### config.mk
export PLATFORM = sky130hd
export DESIGN_NAME = fetch_unit
export DESIGN_NICKNAME = d
export VERILOG_FILES = /design/src/rtl/fetch_unit_pkg.sv /design/src/rtl/fetch_unit_pc_target_calc.sv /design/src/rtl/fetch_unit.sv
export SDC_FILE = /design/constraint.sdc
export NUM_CORES = 1
export LEC_CHECK = 0
export CORE_ASPECT_RATIO = 0.9
export CORE_MARGIN = 1.5
export CORE_UTILIZATION = 30
export CTS_CLUSTER_DIAMETER = 60
export DETAILED_ROUTE_END_ITERATION = 6
export PLACE_DENSITY = 0.58
export SYNTH_ARGS = -nofsm -noshare
export SYNTH_HDL_FRONTEND = slang
export SYNTH_HIERARCHICAL = 1
export SYNTH_SLANG_ARGS = --single-unit
### constraint.sdc
create_clock -name clk -period 9.25 [get_ports clk]
set_clock_uncertainty 0.05 [all_clocks]
set_input_delay 2.775 -clock clk [delete_from_list [all_inputs] [get_ports clk]]
set_output_delay 2.775 -clock clk [all_outputs]
set_load 0.02 [all_outputs]
### src/rtl/fetch_unit_pkg.sv
// Shared types for the fetch stage: decoder-facing field types, offset selector
// and the fetch FSM encoding.
package fetch_unit_pkg;

    localparam int INSTR_W  = 16;
    localparam int OPC_MSB  = 15;
    localparam int OPC_LSB  = 12;
    localparam int FUNC_MSB = 3;
    localparam int FUNC_LSB = 0;

    typedef logic [OPC_MSB-OPC_LSB:0]   opcode_t;
    typedef logic [FUNC_MSB-FUNC_LSB:0] control_e;

    typedef enum logic [1:0] {
        NONE      = 2'd0,
        FOURBIT   = 2'd1,
        EIGHTBIT  = 2'd2,
        TWELVEBIT = 2'd3
    } sel_t;

    typedef enum logic [1:0] {
        IDLE   = 2'd0,
        RUN    = 2'd1,
        HALTED = 2'd2
    } fetch_state_t;

endpackage

### src/rtl/fetch_unit_pc_target_calc.sv
// Branch/jump target: instr_pc plus the sign-extended offset field, wrapping
// modulo 2^ADDR_W. Only the 8- and 12-bit offset forms may redirect.
module pc_target_calc
    import fetch_unit_pkg::*;
#(
    parameter int ADDR_W = 16
) (
    input  logic [ADDR_W-1:0] instr_pc_i,
    input  logic [11:0]       instr_i,
    input  sel_t              offset_sel_i,
    output logic [ADDR_W-1:0] target_o,
    output logic              redirect_ok_o
);

    // Wide enough for a 12-bit offset even when the PC is narrower.
    localparam int EXT_W = (ADDR_W > 12) ? ADDR_W : 12;

    logic [EXT_W-1:0] offset_ext;

    always_comb begin
        offset_ext    = '0;
        redirect_ok_o = 1'b0;
        case (offset_sel_i)
            EIGHTBIT: begin
                offset_ext    = {{(EXT_W-8){instr_i[7]}}, instr_i[7:0]};
                redirect_ok_o = 1'b1;
            end
            TWELVEBIT: begin
                offset_ext    = {{(EXT_W-12){instr_i[11]}}, instr_i[11:0]};
                redirect_ok_o = 1'b1;
            end
            default: begin
                offset_ext    = '0;
                redirect_ok_o = 1'b0;
            end
        endcase
    end

    assign target_o = instr_pc_i + offset_ext[ADDR_W-1:0];

endmodule

### src/rtl/fetch_unit.sv
// Instruction fetch stage: owns the PC, registers one instruction per cycle,
// redirects on taken branches/jumps and stops for good on a halt request.
module fetch_unit
    import fetch_unit_pkg::*;
#(
    parameter int ADDR_W = 16
) (
    input  logic               clk,
    input  logic               rst_n,
    input  logic               start,
    output logic [ADDR_W-1:0]  imem_addr,
    input  logic [INSTR_W-1:0] imem_rdata,
    input  logic               stall,
    input  logic               take,
    input  sel_t               offset_sel,
    input  logic               halt_sys,
    output logic [INSTR_W-1:0] instr,
    output opcode_t            opcode,
    output control_e           func,
    output logic [ADDR_W-1:0]  instr_pc,
    output logic               instr_valid,
    output logic               halted
);

    fetch_state_t       state_q, state_d;
    logic [ADDR_W-1:0]  pc_q, pc_d;
    logic [INSTR_W-1:0] instr_q, instr_d;
    logic [ADDR_W-1:0]  instr_pc_q, instr_pc_d;
    logic               valid_q, valid_d;

    logic [ADDR_W-1:0]  target;
    logic               redirect_ok;

    pc_target_calc #(.ADDR_W(ADDR_W)) u_target (
        .instr_pc_i    (instr_pc_q),
        .instr_i       (instr_q[11:0]),
        .offset_sel_i  (offset_sel),
        .target_o      (target),
        .redirect_ok_o (redirect_ok)
    );

    always_ff @(posedge clk) begin
        if (!rst_n) begin
            state_q    <= IDLE;
            pc_q       <= '0;
            instr_q    <= '0;
            instr_pc_q <= '0;
            valid_q    <= 1'b0;
        end else begin
            state_q    <= state_d;
            pc_q       <= pc_d;
            instr_q    <= instr_d;
            instr_pc_q <= instr_pc_d;
            valid_q    <= valid_d;
        end
    end

    // Decoder strobes only steer the PC; they never reach instr_d, so there
    // is no combinational loop through opcode/func.
    always_comb begin
        state_d    = state_q;
        pc_d       = pc_q;
        instr_d    = instr_q;
        instr_pc_d = instr_pc_q;
        valid_d    = valid_q;
        case (state_q)
            IDLE: begin
                pc_d    = '0;
                valid_d = 1'b0;
                if (start) state_d = RUN;
            end
            RUN: begin
                if (halt_sys && valid_q) begin
                    state_d = HALTED;
                    valid_d = 1'b0;
                end else if (!stall) begin
                    if (take && valid_q && redirect_ok) begin
                        pc_d    = target;
                        valid_d = 1'b0;
                    end else begin
                        instr_d    = imem_rdata;
                        instr_pc_d = pc_q;
                        valid_d    = 1'b1;
                        pc_d       = pc_q + 1'b1;
                    end
                end
            end
            default: state_d = HALTED;
        endcase
    end

    always_comb begin
        imem_addr   = pc_q;
        instr       = instr_q;
        opcode      = instr_q[OPC_MSB:OPC_LSB];
        func        = instr_q[FUNC_MSB:FUNC_LSB];
        instr_pc    = instr_pc_q;
        instr_valid = valid_q;
        halted      = (state_q == HALTED);
    end

endmodule

==> impl_metrics.env, run 1 <==
export IMPL_violations="DRC"
export IMPL_critPathMaxFanout=18
export IMPL_drcViolationCount=3
export IMPL_ctsHtreeMaxLevel=2
export IMPL_core_area_um2=10380
export IMPL_ir_drop_mv=0.07713
export IMPL_clkLatencyLatePin_ns=0.29
export IMPL_layout_commonest_cell="nand2_1"
export IMPL_num_rows=35
export IMPL_syn_area_um2=3238
export IMPL_path_cells="clkdlybuf4s50_1, and2_1, ha_1, inv_1, fa_1, nand2b_1, a21oi_1, o21ai_0, o21bai_1, xor2_1, nor2_1, nor3_1, o21ai_0, a21boi_1"
export IMPL_area_growth_pct=30.41
export IMPL_vias=3167
export IMPL_drive_gt1_share_pct=4.348
export IMPL_yosys_cell_types_count=53
export IMPL_cts_sinks=51
export IMPL_die_x_um=112.5
export IMPL_maxCapViolations=0
export IMPL_crit_top_cell="o21ai_0"
export IMPL_fillers=1096
export IMPL_outcome="finished, violations left"
export IMPL_cts_tree="built"
export IMPL_power_total_mw=0.4727
export IMPL_slowest_stage="clkdlybuf4s50_1"
export IMPL_syn_inst=419
export IMPL_synth_warnings=6
export IMPL_p_per_area_nw_per_um2=111.9
export IMPL_synth_main_ff_cell="dfxtp_1"
export IMPL_dp_hpwl_mm=6.395
export IMPL_clock_fmax_ghz=0.1723
export IMPL_final_cell_mix="nand2_1, clkdlybuf4s50_1, dfxtp_1"
export IMPL_min_path_type="register to register"
export IMPL_slew_violations=0
export IMPL_dr_first_iter_drc_count=265
export IMPL_synth_seq_cells=51
export IMPL_root_buffer="clkbuf_16"
export IMPL_endpoint_kind="register"
export IMPL_worst_slew_pin_slew_ns=0.8924
export IMPL_syn_area_per_cell_um2=7.728
export IMPL_setup_violations=0
export IMPL_dpl_instance_area_um2=4081
export IMPL_die_h_um=101.6
export IMPL_fin_util_pct=40.69
export IMPL_port_buffers=81
export IMPL_numCtsBuffers=5
export IMPL_grt_pass1_wl_mm=15.01
export IMPL_cts_hold_buf=0
export IMPL_slowest_delay_ns=0.92
export IMPL_wl_per_cell_um=15.10
export IMPL_fin_ws_ns=3.445
export IMPL_final_cell_area_um2=4223
export IMPL_min_period_ns=5.805
export IMPL_grt_ovfl_total=0
export IMPL_hold_viol=0
export IMPL_grt_use_total_pct=16.21
export IMPL_fin_cells=612
export IMPL_routed_wl_mm=9.239
export IMPL_fin_nets=519
export IMPL_postCtsSetupBuffers=0
export IMPL_slew_headroom_pct=40.50
export IMPL_dp_cells=604
export IMPL_ys_seq_area_share_pct=31.53
export IMPL_ant_nets=0
export IMPL_vias_per_cell=5.175
export IMPL_post_place_ws_ns=3.153
export IMPL_design_die_area_um2=11430
export IMPL_rsz0062_at_grt="no"
export IMPL_initial_core_util_pct=31.20
export IMPL_whs_ns=0.4330
export IMPL_first_global_vias=2976
export IMPL_synth_edf_count=0
export IMPL_critPathLaunchType="primary input"
export IMPL_synth_nets=456
export IMPL_first_pass_iters=6
export IMPL_required_ns=9.42
export IMPL_antenna_diode_count=0
export IMPL_gp_congestion=0.8583
export IMPL_cts_clk_slew_worst_paths_ns=0.07
export IMPL_io_pins=82
export IMPL_criticalPathCategory="primary input to register"
export IMPL_crit_arrival_ns=5.98
export IMPL_leakagePower_nw=1.476
export IMPL_cts_resized=0
export IMPL_antenna_found_initial=0
export IMPL_fin_crit_sh_pct=62.76
export IMPL_path_buf_inv=2
export IMPL_clockBufferDepth=2
export IMPL_grt_max_degree=53
export IMPL_crit_family="buffers and inverters"
export IMPL_synth_async_reset_ratio_pct=0
export IMPL_tns_ns=0
## cells in the mapped netlist, types with 6 or more instances
library cell / instances / area (µm²)
nand3_1: 10 / 50.05
clkbuf_1: 9 / 33.78
o21ai_0: 16 / 80.08
nor2_1: 19 / 71.32
a21boi_0: 35 / 262.8
a21oi_1: 23 / 115.1
buf_2: 10 / 50.05
xnor2_1: 10 / 87.58
inv_1: 10 / 37.54
a21boi_1: 7 / 52.55
ha_1: 12 / 150.1
nor3_1: 7 / 35.03
and2_1: 12 / 75.07
o21ai_1: 6 / 30.03
nand2_1: 97 / 364.1
buf_4: 9 / 67.56
nor2b_1: 7 / 43.79
dfxtp_1: 51 / 1021
## sequential cells by signal (all words and copies together), names as in the netlist
signal       count
instr_pc        16
state_q          2
instr           16
instr_valid      1
imem_addr       16
## final cells by class
class                   count  area (µm²)  share of cell area [%]
clock buffers               6       128.9                   3.052
clock inverters             2       12.51                  0.2963
inverters                  10       37.54                  0.8889
multi-input cells         330        2028                   48.03
flip-flops and latches     51        1021                   24.18
well taps                 129       161.4                   3.822
repair buffers             84       833.3                   19.73
## cells by family after synthesis
| group | after synthesis | share of synthesized area [%] |
|---|---|---|
| compound gates | 123 | 25.62 |
| xor+xnor | 14 | 3.786 |
| fa+ha+maj | 13 | 5.255 |
| buf+inv | 38 | 5.835 |
| flops | 51 | 31.53 |
| mux | 1 | 0.4635 |
| simple gates | 179 | 27.51 |
## worst min-delay path: stages, from the launching register on
cell and delay [ns]:
dfxtp_1 0.33, nand2_1 0.06, a21boi_1 0.05
## per-layer routing
layer | GRT usage, % | share of wire [%] | up-vias
li1 | - | - | 1589
met1 | 23.02 | 49 | 1479
met2 | 25.96 | 44 | 94
met3 | 3.112 | 5.9 | 5
met4 | 2.921 | 0.52 | 0
met5 | 0 | 0 | -
## report_power, final
| group | leakage, nW | internal [mW] | switching, mW | total [mW] |
|---|---|---|---|---|
| Combinational | 0.996 | 0.0274 | 0.0323 | 0.0597 |
| Clock | 0.0669 | 0.100 | 0.0854 | 0.186 |
| Sequential | 0.413 | 0.223 | 0.00407 | 0.227 |
## path summary, 6_finish.rpt
kind	end	slack [ns]	depth (start not counted)	from
worst max-delay path	imem_addr[10]$_SDFFE_PN0P_	3.44	14	offset_sel[1]
worst max register to register	imem_addr[11]$_SDFFE_PN0P_	6.55	11	instr[7]$_SDFFE_PN0P_
worst min-delay path	instr_pc[4]$_SDFFE_PN0P_	0.43	2	instr_pc[4]$_SDFFE_PN0P_
worst min register to register	instr_pc[4]$_SDFFE_PN0P_	0.43	2	instr_pc[4]$_SDFFE_PN0P_
No activity file was read; power rests on OpenSTA's default activity.
==> run 2, diff against run 1 <==
- PLACE_DENSITY: 0.58 -> 0.6
- clock period: 9.25 -> 5.1 ns (I/O delays scaled with it)
==> run 2 against run 1 <==
Against the previous run: the flow still finishes with violations (DRC); sequential power up 81%; clock power up 110%; hold slack about the same; count of clock-buffer cells in the layout down 1; power up 92%; via count up 2.1%; final area up 1.4%; critical path type unchanged; sequential share of layout area down 0.33 points; core utilization up 0.55 points.
==> impl_metrics.env, run 2 (synthesis results as in run 1) <==
export IMPL_outcome="finished, violations left"
export IMPL_violations="DRC"
export IMPL_cts_resized=0
export IMPL_gp_congestion=0.9521
export IMPL_combPwrFrac_pct=12.2
export IMPL_endpoint_kind="register"
export IMPL_cts_clk_slew_worst_paths_ns=0.07
export IMPL_cts_sinks=51
export IMPL_initial_core_util_pct=31.20
export IMPL_antenna_diode_count=0
export IMPL_grt_max_degree=26
export IMPL_ctsHtreeMaxLevel=2
export IMPL_postCtsSetupBuffers=0
export IMPL_vias_per_cell=5.250
export IMPL_required_ns=5.24
export IMPL_layout_commonest_cell="nand2_1"
export IMPL_die_x_um=112.5
export IMPL_design_die_area_um2=11430
export IMPL_fin_util_pct=41.24
export IMPL_clockBufferDepth=2
export IMPL_numCtsBuffers=5
export IMPL_worst_slew_pin_slew_ns=0.8628
export IMPL_p_per_area_nw_per_um2=212.0
export IMPL_final_cell_mix="nand2_1, clkdlybuf4s50_1, dfxtp_1"
export IMPL_hp_start="instr[13]$_SDFFE_PN0P_"
export IMPL_grt_ovfl_total=0
export IMPL_dr_first_iter_drc_count=219
export IMPL_cts_tree="built"
export IMPL_routed_wl_mm=9.355
export IMPL_ant_nets=0
export IMPL_crit_arrival_ns=4.42
export IMPL_core_area_um2=10380
export IMPL_fillers=1047
export IMPL_hold_viol=0
export IMPL_critPathLaunchType="primary input"
export IMPL_io_pins=82
export IMPL_root_buffer="clkbuf_16"
export IMPL_drcViolationCount=1
export IMPL_fin_nets=523
export IMPL_first_global_vias=2983
export IMPL_fin_crit_sh_pct=84.08
export IMPL_ir_drop_mv=0.1174
export IMPL_whs_ns=0.4325
export IMPL_dp_hpwl_mm=6.928
export IMPL_grt_pass1_wl_mm=15.06
export IMPL_p_seq_share_pct=45.5
export IMPL_num_rows=35
export IMPL_tns_ns=0
export IMPL_die_h_um=101.6
export IMPL_clkLatencyLatePin_ns=0.29
export IMPL_r2r_start="instr[0]$_SDFFE_PN0P_"
export IMPL_vias=3234
export IMPL_netSwitchingPower_mw=0.2190
export IMPL_cts_hold_buf=0
export IMPL_p_clk_share_pct=42.4
export IMPL_clock_fmax_ghz=0.2332
export IMPL_critPathMaxFanout=10
export IMPL_min_period_ns=4.288
export IMPL_area_growth_pct=32.19
export IMPL_min_path_type="register to register"
export IMPL_maxCapViolations=0
export IMPL_first_pass_iters=7
export IMPL_antenna_found_initial=0
export IMPL_slew_violations=0
export IMPL_setup_violations=0
export IMPL_grt_use_total_pct=16.18
export IMPL_crit_start="offset_sel[1]"
export IMPL_drive_gt1_share_pct=5.339
export IMPL_p_int_mw=0.6884
export IMPL_wl_per_cell_um=15.19
export IMPL_rsz0062_at_grt="no"
export IMPL_criticalPathCategory="primary input to register"
export IMPL_leakagePower_nw=1.512
export IMPL_port_buffers=81
export IMPL_slew_headroom_pct=42.48
export IMPL_p_sw_share_pct=24.14
-- run 2: critical path, cell delays in order --
cell and delay [ns]:
clkdlybuf4s50_1 0.66, buf_4 0.24, a21boi_0 0.21, ha_1 0.33, a21oi_1 0.19, o21ai_0 0.12
a21oi_1 0.39, o2bb2ai_1 0.17, o211ai_1 0.13, a32oi_1 0.20, o21ai_1 0.09, and2_1 0.15
-- run 2: worst paths after layout --
path,end,slack (ns),depth (start not counted)
max,imem_addr[12]$_SDFFE_PN0P_,0.81,12
max reg2reg,imem_addr[10]$_SDFFE_PN0P_,2.39,13
min,instr[13]$_SDFFE_PN0P_,0.43,2
min reg2reg,instr[13]$_SDFFE_PN0P_,0.43,2
-- run 2: layout make-up --
| type | instances | area (µm²) | share of cell area (%) |
|---|---|---|---|
| Sequential cell | 51 | 1021 | 23.85 |
| Multi-Input combinational cell | 330 | 2028 | 47.38 |
| Clock inverter | 3 | 43.79 | 1.023 |
| Inverter | 10 | 37.54 | 0.8769 |
| Clock buffer | 5 | 125.1 | 2.923 |
| Timing Repair Buffer | 88 | 863.3 | 20.17 |
| Tap cell | 129 | 161.4 | 3.771 |
-- run 2: layer usage --
metal | GRT usage [%] | wire length (µm) | up-vias
met1 | 22.16 | 4541 | 1524
met3 | 2.932 | 483 | 8
li1 | - | - | 1599
met4 | 3.505 | 77 | 0
met2 | 26.85 | 4252 | 103
met5 | 0 | 0 | -
-- run 2: through the flow --
stage	worst slack (ns)	cells	power (mW)	instance area, µm²
floorplan	1.336	419	0.4823	3238
global placement	0.6830	608	0.5315	4111
detailed placement	0.5244	608	0.5326	4111
CTS	0.8160	616	0.9178	4280
global route	0.5695	616	0.9422	4280
finish	0.8120	616	0.9075	4280
-- run 2: power by group through the flow --
stage / Clock [mW] / Combinational [mW] / Sequential [mW]
after global routing: 0.409 / 0.120 / 0.414
after detailed placement: 0 / 0.111 / 0.422
after floorplan: 0 / 0.0545 / 0.428
after global placement: 0 / 0.110 / 0.422
after CTS: 0.394 / 0.111 / 0.413
final: 0.385 / 0.110 / 0.412
